===== config.mk =====
export PLATFORM = sky130hd
export DESIGN_NAME = apb_irq_collector
export DESIGN_NICKNAME = d
export VERILOG_FILES = /design/src/rtl/apb_irq_collector.sv
export SDC_FILE = /design/constraint.sdc
export NUM_CORES = 1
export LEC_CHECK = 0
export CAP_MARGIN = 0
export CORE_MARGIN = 2
export CORE_UTILIZATION = 39
export CTS_CLUSTER_SIZE = 30
export DETAILED_ROUTE_END_ITERATION = 16
export MAX_ROUTING_LAYER = met4
export PLACE_DENSITY = 0.92
export SYNTH_ARGS = -nofsm -noshare
export SYNTH_HDL_FRONTEND = slang
export SYNTH_SLANG_ARGS = --single-unit
export TNS_END_PERCENT = 50

===== constraint.sdc =====
create_clock -name HCLK -period 2.6 [get_ports HCLK]
set_input_delay 0.26 -clock HCLK [delete_from_list [all_inputs] [get_ports HCLK]]
set_output_delay 0.26 -clock HCLK [all_outputs]
set_load 0.03 [all_outputs]

===== src/rtl/apb_irq_collector.sv =====
// Latches interrupt source rising edges into a W1C pending register; raises a masked, lowest-index-first level irq.
// Zero-wait APB slave (PREADY tied 1); irq_o follows a source edge by 1 cycle, or 3 with IRQ_COLLECTOR_SYNC_EN defined.
module apb_irq_collector #(
  parameter int APB_ADDR_WIDTH = 12,
  parameter int NUM_SRC        = 8
) (
  input  logic                      HCLK,
  input  logic                      HRESETn,
  input  logic [APB_ADDR_WIDTH-1:0] PADDR,
  input  logic [31:0]               PWDATA,
  input  logic                      PWRITE,
  input  logic                      PSEL,
  input  logic                      PENABLE,
  output logic [31:0]               PRDATA,
  output logic                      PREADY,
  output logic                      PSLVERR,
  input  logic [NUM_SRC-1:0]        irq_src_i,
  output logic                      irq_o,
  output logic [4:0]                irq_id_o,
  input  logic                      irq_ack_i
);

  localparam logic [1:0] REG_PENDING = 2'd0;
  localparam logic [1:0] REG_MASK    = 2'd1;
  localparam logic [1:0] REG_SET     = 2'd2;
  localparam logic [1:0] REG_ID      = 2'd3;

  logic [NUM_SRC-1:0] r_pending;
  logic [NUM_SRC-1:0] r_mask;
  logic [NUM_SRC-1:0] r_src_q;

  logic [NUM_SRC-1:0] w_src;
  logic [NUM_SRC-1:0] w_rise;
  logic [NUM_SRC-1:0] w_set;
  logic [NUM_SRC-1:0] w_clr;
  logic [NUM_SRC-1:0] w_ack_oh;
  logic [NUM_SRC-1:0] w_active;
  logic               w_access;
  logic               w_wr;
  logic [1:0]         w_idx;
  logic               w_unused;

`ifdef IRQ_COLLECTOR_SYNC_EN
  logic [NUM_SRC-1:0] r_sync1;
  logic [NUM_SRC-1:0] r_sync2;

  always_ff @(posedge HCLK or negedge HRESETn) begin
    if (!HRESETn) begin
      r_sync1 <= '0;
      r_sync2 <= '0;
    end else begin
      r_sync1 <= irq_src_i;
      r_sync2 <= r_sync1;
    end
  end

  assign w_src = r_sync2;
`else
  assign w_src = irq_src_i;
`endif

  assign PREADY   = 1'b1;
  assign PSLVERR  = 1'b0;
  assign w_access = PSEL & PENABLE;
  assign w_wr     = w_access & PWRITE;
  assign w_idx    = PADDR[3:2];
  assign w_unused = ^{PADDR, PWDATA};

  // src_q resets to 0, so a source already high at reset release counts as one edge
  assign w_rise   = w_src & ~r_src_q;
  assign w_set    = (w_wr && (w_idx == REG_SET)) ? PWDATA[NUM_SRC-1:0] : '0;
  assign w_active = r_pending & r_mask;
  assign irq_o    = |w_active;

  always_comb begin
    irq_id_o = '0;
    for (int i = NUM_SRC - 1; i >= 0; i--) begin
      if (w_active[i]) irq_id_o = 5'(i);
    end
  end

  always_comb begin
    w_ack_oh = '0;
    for (int i = 0; i < NUM_SRC; i++) begin
      w_ack_oh[i] = irq_ack_i & irq_o & (irq_id_o == 5'(i));
    end
  end

  assign w_clr = ((w_wr && (w_idx == REG_PENDING)) ? PWDATA[NUM_SRC-1:0] : '0) | w_ack_oh;

  // Set terms are ORed after the clear so a coincident event is never lost
  always_ff @(posedge HCLK or negedge HRESETn) begin
    if (!HRESETn) begin
      r_pending <= '0;
      r_mask    <= '0;
      r_src_q   <= '0;
    end else begin
      r_pending <= (r_pending & ~w_clr) | w_rise | w_set;
      r_src_q   <= w_src;
      if (w_wr && (w_idx == REG_MASK)) r_mask <= PWDATA[NUM_SRC-1:0];
    end
  end

  always_comb begin
    PRDATA = '0;
    if (w_access && !PWRITE) begin
      case (w_idx)
        REG_PENDING: PRDATA[NUM_SRC-1:0] = r_pending;
        REG_MASK:    PRDATA[NUM_SRC-1:0] = r_mask;
        REG_ID:      PRDATA = {irq_o, 26'b0, irq_id_o};
        default:     PRDATA = '0;
      endcase
    end
  end

endmodule


# Yosys cells after proc, flatten, opt, wreduce, memory -nomap -nowiden
# Index checks and enable logic that the tools add are counted.
[op_classes] reduce_logical=8 eq_ne=10 n_mux=13 n_bitwise=19
[op_table] op="2-to-1 mux 32 bit" count=1
[op_table] op="2-to-1 mux 5 bit" count=6
[op_table] op="bitwise AND 8 bit" count=3
[op_table] op="2-to-1 mux 24 bit" count=1
[op_table] op="OR 8 bit" count=3
[op_table] op="one-hot mux 8 bit (3 select lines)" count=1
[op_table] op="equality test 5 x 3 -> 1 bit, second input constant" count=4
[op_table] op="2-to-1 mux 8 bit" count=2
[op_table] op="inverter 8 bit" count=2
[op_table] op="bitwise AND 1 bit" count=11
[op_table] op="equality test 5 x 2 -> 1 bit, second input constant" count=2
[op_table] op="OR reduction 8 bit" count=1
[op_table] op="2-to-1 mux 3 bit" count=2
[op_table] op="equality test 5 x 1 -> 1 bit, second input constant" count=1
[op_table] op="zero test 5 bit" count=1
[op_table] op="equality test 2 bit, second input constant" count=2
[op_table] op="logical AND 1 bit" count=4
[op_table] op="equality test 2 x 1 -> 1 bit, second input constant" count=1
[op_table] op="zero test 2 bit" count=1
[op_table] op="zero test 1 bit" count=1
[totals] register_bits=24 out_inout_bits=40 input_bits=58 wordCells=53

# Depth between registers and ports, before layout
# Gate-level depths: netlist of run 1.
[depth] ltp_word=16 depth_mapped=5 mapped_depth_nobuf=5

# Least setup slack after synthesis of run 1
# Ideal clock, no wire load.
[synth_timing] path_type="reg-to-output" start="register r_pending[5]" end="output port PRDATA[1]" t_arrival_ns=2.156 path_slack_ns=0.184 stages_incl_launch_ff=6 n_path_buf=0 t_required_ns=2.340 path_cell_list="dfrtp_1 a22oi_1 nand2_1 a21boi_0 a31oi_1 nor2_1"
[synth_between] elab_chain_len=9
[synth_lines] element="start, declared" line="28" text="logic [NUM_SRC-1:0] r_pending;"
[synth_lines] element="start signal, assigned" line="98" text="r_pending <= (r_pending & ~w_clr) | w_rise | w_set;"
[synth_lines] element="bitwise AND 8 bit" line="72" text="assign w_active = r_pending & r_mask;"
[synth_lines] element="2-to-1 mux 5 bit (6 in a row)" line="78" text="if (w_active[i]) irq_id_o = 5'(i);"
[synth_lines] element="net irq_id_o[1]" line="19" text="output logic [4:0] irq_id_o,"
[synth_lines] element="one-hot mux 8 bit (3 select lines)" line="107" text="case (w_idx)"
[synth_lines] element="2-to-1 mux 32 bit" line="106" text="if (w_access && !PWRITE) begin"
[synth_lines] element="end, declared" line="14" text="output logic [31:0] PRDATA,"
# The timed path passes the listed nets, and every way through them passes these cells.

# Worst setup path after layout of run 1
[layout_timing] start="register r_mask[0]" end="output port PRDATA[0]"
[layout_between] elab_chain_len=4
[layout_lines] element="start, declared" line="29" text="logic [NUM_SRC-1:0] r_mask;"
[layout_lines] element="start signal, assigned" line="100" text="if (w_wr && (w_idx == REG_MASK)) r_mask <= PWDATA[NUM_SRC-1:0];"
[layout_lines] element="bitwise AND 8 bit" line="72"
[layout_lines] element="2-to-1 mux 5 bit" line="78"
[layout_lines] element="one-hot mux 8 bit (3 select lines) *" line="107"
[layout_lines] element="2-to-1 mux 32 bit *" line="106"
# Mark *: on every way between the ends. The rest lies on a longest branch, timed or not.

==> results of run 1 <==
registers in the layout, indices dropped and copies added (netlist names):
register,cells
r_mask,8
r_pending,8
r_src_q,8
stage by stage:
| step | hold slack [ns] | cell area, µm² | instances | power (mW) | worst slack [ns] |
|---|---|---|---|---|---|
| after floorplan | -0.0356 | 1600 | 179 | 0.955 | 0.184 |
| after global routing | 0.378 | 1950 | 247 | 1.56 | 0.0562 |
| after detailed placement | 0.421 | 1870 | 243 | 1.14 | 0.247 |
| final | 0.345 | 1950 | 247 | 1.47 | 0.132 |
| after global placement | 0.403 | 1870 | 243 | 1.12 | 0.243 |
| after CTS | 0.351 | 1950 | 247 | 1.47 | 0.0132 |
placed cells by master (no fill, tap or decap), types with 2 or more instances in the layout:
| cell type | instances |
|---|---|
| clkdlybuf4s50_1 | 34 |
| conb_1 | 27 |
| dfrtp_1 | 24 |
| nand2_1 | 15 |
| nor2_1 | 15 |
| buf_4 | 10 |
| mux2i_1 | 8 |
| inv_1 | 8 |
| mux2_2 | 8 |
| a21oi_1 | 5 |
| a221o_1 | 4 |
| nor2b_1 | 4 |
| a31oi_1 | 4 |
| nand3_1 | 3 |
| o311ai_0 | 3 |
| a221oi_2 | 3 |
| o21ai_0 | 3 |
| clkbuf_8 | 3 |
| a22oi_1 | 2 |
| a32oi_1 | 2 |
| nor3b_1 | 2 |
where the power goes:
group | total [mW] | switching, mW | internal [mW]
registers | 0.533 | 0.0861 | 0.446
logic | 0.613 | 0.346 | 0.267
clock network | 0.322 | 0.116 | 0.206
synth_stat cells (all sizes together):
master | instances | area [µm²]
o22ai | 1 | 20.0
nand3b | 1 | 7.51
nor3b | 3 | 27.5
a221oi | 3 | 45.0
nor3 | 1 | 16.3
a21boi | 1 | 7.51
nor2b | 4 | 25.0
clkbuf | 1 | 3.75
a221o | 4 | 40.0
o21ai | 3 | 15.0
nand2 | 15 | 56.3
mux2i | 8 | 80.1
o311ai | 3 | 26.3
a22o | 1 | 8.76
inv | 8 | 30.0
or2 | 1 | 6.26
a32oi | 2 | 17.5
o32a | 1 | 10.0
and2 | 1 | 8.76
dfrtp | 24 | 601
nor2 | 15 | 56.3
a21oi | 5 | 25.0
conb | 2 | 7.51
mux2 | 8 | 90.1
a22oi | 3 | 22.5
nand3 | 3 | 15.0
buf | 28 | 208
a31oi | 4 | 25.0
cell type report:
type,instances,area [µm²],share of cell area
Clock buffer,3,41.3,0.0212
Inverter,8,30.0,0.0154
Multi-Input combinational cell,118,758,0.389
Tap cell,48,60.1,0.0308
Clock inverter,1,30.0,0.0154
Timing Repair Buffer,45,428,0.220
Sequential cell,24,601,0.308
how the worst max path moves through the flow:
stage	startpoint	to	depth (start not counted)
final	r_mask[0]$_DFFE_PN0P_	PRDATA[0]	6
after CTS	r_pending[5]$_DFF_PN0_	PRDATA[1]	6
after global placement	PWRITE	PRDATA[3]	5
after global routing	r_pending[5]$_DFF_PN0_	irq_id_o[1]	4
after detailed placement	r_pending[5]$_DFF_PN0_	PRDATA[1]	6
after floorplan	r_pending[5]$_DFF_PN0_	PRDATA[1]	5
logic make-up after synthesis:
group,Yosys count
compound gates,31
other cells,2
simple gates,44
flops,24
buf+inv,37
mux,16
repair_timing:
action / CTS / global route
resized for setup: 1 / 1
setup endpoints to repair: 1 / 1
hold endpoints to repair: 0 / 0
metal layers:
layer	up-vias	wire length (µm)
met4	0	18
li1	579	-
met2	57	1590
met1	600	1380
met5	-	0
met3	2	214
==> flow_summary.json, run 1 <==
{
  "outcome": "completed",
  "ys_ff_latch": 24,
  "drt-total-wl_mm": 3.20,
  "synth_top_family_by_area": "compound AO/OA/AOI/OAI gates",
  "route.detailed.drc": 0,
  "diodes": 0,
  "critical_path_arrival_ns": 2.21,
  "yosys_warnings": 0,
  "synth_fa_ha_area_frac": 0,
  "finalCritPeriodShare": 0.949,
  "rr_endpoint": "r_pending[7]$_DFF_PN0_",
  "tightest_slew_ns": 0.541,
  "r2r-start": "r_pending[3]$_DFF_PN0_",
  "power_density_mw_per_mm2": 754,
  "ir_worst_vdd_uv": 333,
  "slew_violations": 0,
  "slew_headroom": 0.639,
  "fp.dieH_um": 66.0,
  "cts_buffer_depth": 2,
  "synth_xor_area_frac": 0,
  "die_w_um": 66.0,
  "fin_skew_ns": 0.00897,
  "regToRegSetupSlack_ns": 0.75,
  "netlist_area_mm2": 0.00150,
  "max_stage_delay_ns": 0.68,
  "dp_hpwl_mm": 2.45,
  "grt-busiest-layer": "met2",
  "hold_buffers": 0,
  "groute.layer.met3.usage": 0.0256,
  "synth.avg_cell_area_um2": 9.75,
  "synth_compound_area_frac": 0.175,
  "wire_per_inst_um": 12.9,
  "crit_chain": "and2_4, a221o_1, o22ai_4, a31oi_1, nor2_1, clkdlybuf4s50_1",
  "fmax_mhz": 405,
  "final_core_util": 0.528,
  "yosysSeqAreaShare": 0.400,
  "cts_tree": "built",
  "num_rows": 22,
  "vias": 1238,
  "gr-total-overflow": 0,
  "path_class": "reg2out",
  "rsz0062_at_grt": "false",
  "antenna_found_initial": 0,
  "area_growth_pct": 29.8,
  "cap_violations": 0,
  "crit_fanout": 5,
  "slowest_stage": "clkdlybuf4s50_1",
  "start_util": 0.407,
  "power_leakage_nw": 0.877,
  "clock-sinks": 24,
  "hp-class": "in2async",
  "setup_tns_ns": 0,
  "firstDrtPassIters": 4,
  "met2_usage": 0.260,
  "grt_util_met1": 0.199,
  "cp-start-kind": "register",
  "ios": 98,
  "nNetsFinal": 258,
  "finalSetupViolCount": 0,
  "grt_pass1_wl_mm": 5.29,
  "cts-root-buf": "clkbuf_8",
  "postRouteAntennaNets": 0,
  "crit_buf_inv": 1,
  "worstSkewPairLatency_ns": 0.26,
  "grt_pass1_vias": 1180,
  "track_usage": 0.159,
  "required_ns": 2.34,
  "min_period_ns": 2.47,
  "grt_max_degree": 25,
  "dieArea_mm2": 0.00436,
  "place.port_buffers": 36,
  "cts_setup_buffers": 0,
  "vias_per_cell": 5.01,
  "reg2reg_depth": 5,
  "finalHoldViolations": 0,
  "drive_above_1_share": 0.151,
  "fillerInstances": 345,
  "core-area_mm2": 0.00369,
  "clk_pin_slew_ns": 0.09,
  "syn_inst": 154,
  "routabilityCongestion": 0.850,
  "h-tree-depth": 1,
  "critPathTopFamily": "buffers and inverters",
  "synth_simple_gate_area_share": 0.146,
  "cts_buffers": 3,
  "worst_setup_path_end_kind": "output pin",
  "drt-initial-drc-count": 58,
  "muxShareOfSynthArea": 0.113,
  "ys_types": 30
}
Note: power is estimated with default switching activity, not from simulation.
==> run 2, diff against run 1 <==
--- a/config.mk
+++ b/config.mk
@@ -6,7 +6,7 @@
 export NUM_CORES = 1
 export LEC_CHECK = 0
 export CAP_MARGIN = 0
-export CORE_MARGIN = 2
+export CORE_MARGIN = 3
 export CORE_UTILIZATION = 39
 export CTS_CLUSTER_SIZE = 30
 export DETAILED_ROUTE_END_ITERATION = 16
==> run 2 against run 1 <==
Effect of this change: cell area about the same; clock power down 23%; cell count up 0.40%; sequential power down 0.9%; sequential cell count unchanged; fmax down 1.2%; non-clock buffer count up 3; clock-buffer cell count up 1; critical path depth unchanged; total power down 3.4%.
==> flow_summary.json, run 2 (same netlist as run 1, synthesis figures left out) <==
{
  "grt_pass1_wl_mm": 5.04,
  "final_core_util": 0.553,
  "routabilityCongestion": 0.840,
  "clock-sinks": 24,
  "crit_chain": "and2_4, a221o_1, o22ai_4, a31oi_1, nor2_1, clkdlybuf4s50_1",
  "p_clk_frac": 0.176,
  "power_frac_seq": 0.372,
  "core-area_mm2": 0.00352,
  "power_density_mw_per_mm2": 728,
  "worstSkewPairLatency_ns": 0.26,
  "finalCritPeriodShare": 0.961,
  "cts_buffer_depth": 2,
  "layout_common_cells": "clkdlybuf4s50_1 (34), conb_1 (27), dfrtp_1 (24)",
  "vias_per_cell": 4.85,
  "grt_max_degree": 25,
  "diodes": 0,
  "crit_fanout": 5,
  "ios": 98,
  "wire_per_inst_um": 13.1,
  "nNetsFinal": 261,
  "p_int_mw": 0.873,
  "num_rows": 21,
  "hp-class": "in2async",
  "fp.dieH_um": 68.0,
  "cts_setup_buffers": 0,
  "worst_setup_path_end_kind": "output pin",
  "start_util": 0.426,
  "final_common_cell": "clkdlybuf4s50_1",
  "dieArea_mm2": 0.00463,
  "ir_worst_vdd_uv": 344,
  "drt-initial-drc-count": 47,
  "cts_tree": "built",
  "slew_violations": 0,
  "postRouteAntennaNets": 0,
  "cp-start-kind": "register",
  "track_usage": 0.149,
  "finalSetupViolCount": 0,
  "finalHoldViolations": 0,
  "fmax_mhz": 400,
  "reg_top3": "r_mask: 8 flops, r_pending: 8 flops, r_src_q: 8 flops",
  "setup_tns_ns": 0,
  "power_leakage_nw": 0.883,
  "die_w_um": 68.0,
  "vias": 1204,
  "combPwrFrac": 0.452,
  "antenna_found_initial": 0,
  "h-tree-depth": 1,
  "outcome": "completed",
  "slowest_stage": "clkdlybuf4s50_1",
  "cap_violations": 0,
  "grt_pass1_vias": 1056,
  "grt_util_met1": 0.207,
  "firstDrtPassIters": 4,
  "groute.layer.met3.usage": 0.0246,
  "place.port_buffers": 36,
  "cts_buffers": 3,
  "cts-root-buf": "clkbuf_8",
  "critical_path_arrival_ns": 2.24,
  "p_sw_mw": 0.545,
  "clk_pin_slew_ns": 0.08,
  "gr-total-overflow": 0,
  "drive_above_1_share": 0.158,
  "swShare": 0.384,
  "met2_usage": 0.224,
  "max_stage_delay_ns": 0.68,
  "fin_skew_ns": 0.00220,
  "path_class": "reg2out",
  "route.detailed.drc": 0,
  "area_growth_pct": 29.7,
  "required_ns": 2.34,
  "rsz0062_at_grt": "false",
  "dp_hpwl_mm": 2.60,
  "min_period_ns": 2.50,
  "drt-total-wl_mm": 3.24,
  "grt-busiest-layer": "met2"
}
==> run 2: through the flow <==
step | setup WS (ns) | power (mW) | std cells | hold WS [ns] | cell area, µm²
finish | 0.101 | 1.42 | 248 | 0.343 | 1950
detailed placement | 0.339 | 1.17 | 244 | 0.418 | 1890
global route | 0.0258 | 1.52 | 248 | 0.365 | 1950
CTS | 0.0472 | 1.43 | 248 | 0.347 | 1940
floorplan | 0.184 | 0.955 | 179 | -0.0356 | 1600
global placement | 0.338 | 1.15 | 244 | 0.404 | 1890
==> run 2: power by group through the flow <==
| stage | clock network, mW | logic, mW | registers [mW] |
|---|---|---|---|
| floorplan | 0 | 0.446 | 0.508 |
| global placement | 0 | 0.628 | 0.526 |
| detailed placement | 0 | 0.640 | 0.532 |
| CTS | 0.258 | 0.643 | 0.525 |
| global route | 0.278 | 0.700 | 0.537 |
| finish | 0.249 | 0.641 | 0.528 |
==> run 2: path summary, 6_finish.rpt <==
path	start	endpoint	slack [ns]	cells past startpoint
max in group asynchronous	HRESETn	r_pending[6]$_DFF_PN0_	2.02	2
min in group HCLK	r_src_q[1]$_DFF_PN0_	r_pending[1]$_DFF_PN0_	0.42	1
worst max-delay path	r_mask[0]$_DFFE_PN0P_	PRDATA[0]	0.10	6
worst max register to register	r_mask[0]$_DFFE_PN0P_	r_pending[5]$_DFF_PN0_	0.87	6
worst min register to register	r_src_q[1]$_DFF_PN0_	r_pending[1]$_DFF_PN0_	0.42	1
worst min-delay path	HRESETn	r_src_q[3]$_DFF_PN0_	0.34	2
==> run 2: cell type report <==
type | instances | area, µm²
clock buffers | 4 | 55.1
well taps | 46 | 57.6
inverters | 8 | 30.0
flip-flops and latches | 24 | 601
repair buffers | 48 | 450
fillers | 342 | 1570
multi-input cells | 118 | 753
==> run 2: critical path, delay by kind of cell, from the launching register on <==
kind | cells | cell delay [ns]
AOI/OAI and AO/OA | 3 | 0.55
DFF | 1 | 0.43
and+or+nand+nor | 2 | 0.31
buffers and inverters | 1 | 0.68
==> run 2: per-layer routing <==
layer	vias up	wire, µm
li1	589	-
met5	-	0
met1	566	1410
met2	46	1560
met4	0	35
met3	3	239
==> run 2: timing repair <==
action,in CTS,in global routing
endpoints found under the setup margin,0,1
hold buffers,0,0
gates resized for setup,0,1
==> run 3, diff against run 2 <==
--- a/config.mk
+++ b/config.mk
@@ -5,7 +5,9 @@
 export SDC_FILE = /design/constraint.sdc
 export NUM_CORES = 1
 export LEC_CHECK = 0
+export ABC_CLOCK_PERIOD_IN_PS = 2600
 export CAP_MARGIN = 0
+export CORE_ASPECT_RATIO = 1.2
 export CORE_MARGIN = 3
 export CORE_UTILIZATION = 39
 export CTS_CLUSTER_SIZE = 30
==> run 3 against run 2 <==
Effect of this change: first-iteration DRC count down 30%; cell area rose by 0.13%; hold slack better by 0.0051 ns.
==> flow_summary.json, run 3 (same netlist as run 1, synthesis figures left out) <==
{
  "critical_path_arrival_ns": 2.23,
  "cap_violations": 0,
  "slowest_stage": "clkdlybuf4s50_1",
  "p_clk_frac": 0.223,
  "power_frac_seq": 0.362,
  "fin_skew_ns": 0.00557,
  "multiInputGateArea_um2": 758,
  "firstDrtPassIters": 4,
  "hold_buffers": 0,
  "final_core_util": 0.532,
  "place.port_buffers": 36,
  "clk_pin_slew_ns": 0.08,
  "worstSkewPairLatency_ns": 0.27,
  "drt-initial-drc-count": 33,
  "drive_above_1_share": 0.151,
  "ff_latch_area_um2": 601,
  "start_util": 0.410,
  "die_w_um": 62.6,
  "ir_worst_vdd_uv": 294,
  "finalHoldViolations": 0,
  "p_int_mw": 0.920,
  "path_class": "reg2out",
  "outcome": "completed",
  "hp-class": "in2async",
  "cts_buffers": 3,
  "worst_setup_path_end_kind": "output pin",
  "required_ns": 2.34,
  "slew_violations": 0,
  "routabilityCongestion": 0.868,
  "crit_chain": "and2_4, a221o_1, o22ai_4, a31oi_1, nor2_1, clkdlybuf4s50_1",
  "critPathTopFamily": "buffers and inverters",
  "cp-start-kind": "register",
  "track_usage": 0.154,
  "power_density_mw_per_mm2": 752,
  "rsz0062_at_grt": "false",
  "drt-total-wl_mm": 3.34,
  "core-area_mm2": 0.00366,
  "crit_buf_inv": 1,
  "reg_top3": "r_mask: 8 flops, r_pending: 8 flops, r_src_q: 8 flops",
  "gr-total-overflow": 0,
  "final_common_cell": "clkdlybuf4s50_1",
  "grt_pass1_vias": 1178,
  "cts_buffer_depth": 2,
  "fp.dieH_um": 74.0,
  "h-tree-depth": 1,
  "cts_setup_buffers": 0,
  "combPwrFrac": 0.415,
  "min_period_ns": 2.49,
  "cts-root-buf": "clkbuf_8",
  "ios": 98,
  "dp_hpwl_mm": 2.71,
  "grt_pass1_wl_mm": 5.48,
  "route.detailed.drc": 0,
  "vias_per_cell": 4.82,
  "diodes": 0,
  "fmax_mhz": 401,
  "postRouteAntennaNets": 0,
  "swShare": 0.372,
  "finalSetupViolCount": 0,
  "num_rows": 24,
  "max_stage_delay_ns": 0.67,
  "crit_fanout": 5,
  "nNetsFinal": 258,
  "clock-sinks": 24,
  "area_growth_pct": 29.8,
  "setup_tns_ns": 0,
  "layout_common_cells": "clkdlybuf4s50_1 (34), conb_1 (27), dfrtp_1 (24)",
  "vias": 1209,
  "grt_max_degree": 25,
  "antenna_found_initial": 0,
  "cts_tree": "built",
  "wire_per_inst_um": 13.3,
  "power_leakage_nw": 0.863,
  "regToRegSetupSlack_ns": 0.87,
  "p_sw_mw": 0.546,
  "finalCritPeriodShare": 0.960,
  "fillerInstances": 344,
  "dieArea_mm2": 0.00463
}
run 3: cell types whose count changed in the layout (fill, tap and decap cells not counted), sizes merged:
cell	before	now
buf	13	10
bufinv	0	1
clkbuf	4	3
dlygate4sd2	0	1
dlymetal6s2s	1	0
run 3: final cells by class:
| type | count | area share |
|---|---|---|
| multi-input combinational | 118 | 0.389 |
| sequential | 24 | 0.308 |
| timing repair buffer | 45 | 0.218 |
| tap | 52 | 0.0334 |
| clock buffer | 3 | 0.0212 |
| clock inverter | 1 | 0.0154 |
| inverter | 8 | 0.0154 |
run 3: worst register-to-register path, cell delays in order, from the launching register on:
cell,delay [ns]
dfrtp_1,0.43
and2_4,0.20
a221o_1,0.29
o22ai_4,0.17
buf_4,0.19
a221oi_2,0.08
a221o_1,0.27
run 3: per-stage QoR:
step | power [mW] | area, µm² | std cells | setup slack [ns] | hold WS [ns]
after global placement | 1.12 | 1870 | 247 | 0.240 | 0.403
final | 1.47 | 1950 | 251 | 0.105 | 0.348
after CTS | 1.47 | 1940 | 251 | 0.0996 | 0.357
after floorplan | 0.955 | 1600 | 179 | 0.184 | -0.0356
after global routing | 1.55 | 1950 | 251 | 0.00582 | 0.374
after detailed placement | 1.14 | 1870 | 247 | 0.243 | 0.426
run 3: final timing paths:
kind                                        from                endpoint  cells past startpoint
setup reg to reg           r_mask[0]$_DFFE_PN0P_  r_pending[7]$_DFF_PN0_                      6
max in group asynchronous                HRESETn    r_src_q[3]$_DFF_PN0_                      2
min in group HCLK           r_src_q[0]$_DFF_PN0_  r_pending[0]$_DFF_PN0_                      1
hold reg to reg             r_src_q[0]$_DFF_PN0_  r_pending[0]$_DFF_PN0_                      1
hold / removal                           HRESETn   r_mask[0]$_DFFE_PN0P_                      2
setup / recovery           r_mask[0]$_DFFE_PN0P_               PRDATA[0]                      6
run 3: what timing repair did:
item                       in CTS  in global routing
gates resized for setup         1                  1
pin swaps                       0                  0
setup endpoints to repair       1                  1
run 3: layer usage:
metal  track usage  share of wire
met3        0.0272          0.065
met5             -              0
met2         0.262           0.52
met4        0.0784          0.021
met1         0.177           0.40
run 3: power by group through the flow:
stage | sequential (mW) | combinational [mW] | clock (mW)
4_1_cts | 0.526 | 0.609 | 0.335
3_5_place_dp | 0.534 | 0.607 | 0
5_1_grt | 0.539 | 0.665 | 0.349
2_1_floorplan | 0.508 | 0.446 | 0
3_3_place_gp | 0.525 | 0.593 | 0
6_report | 0.531 | 0.608 | 0.327
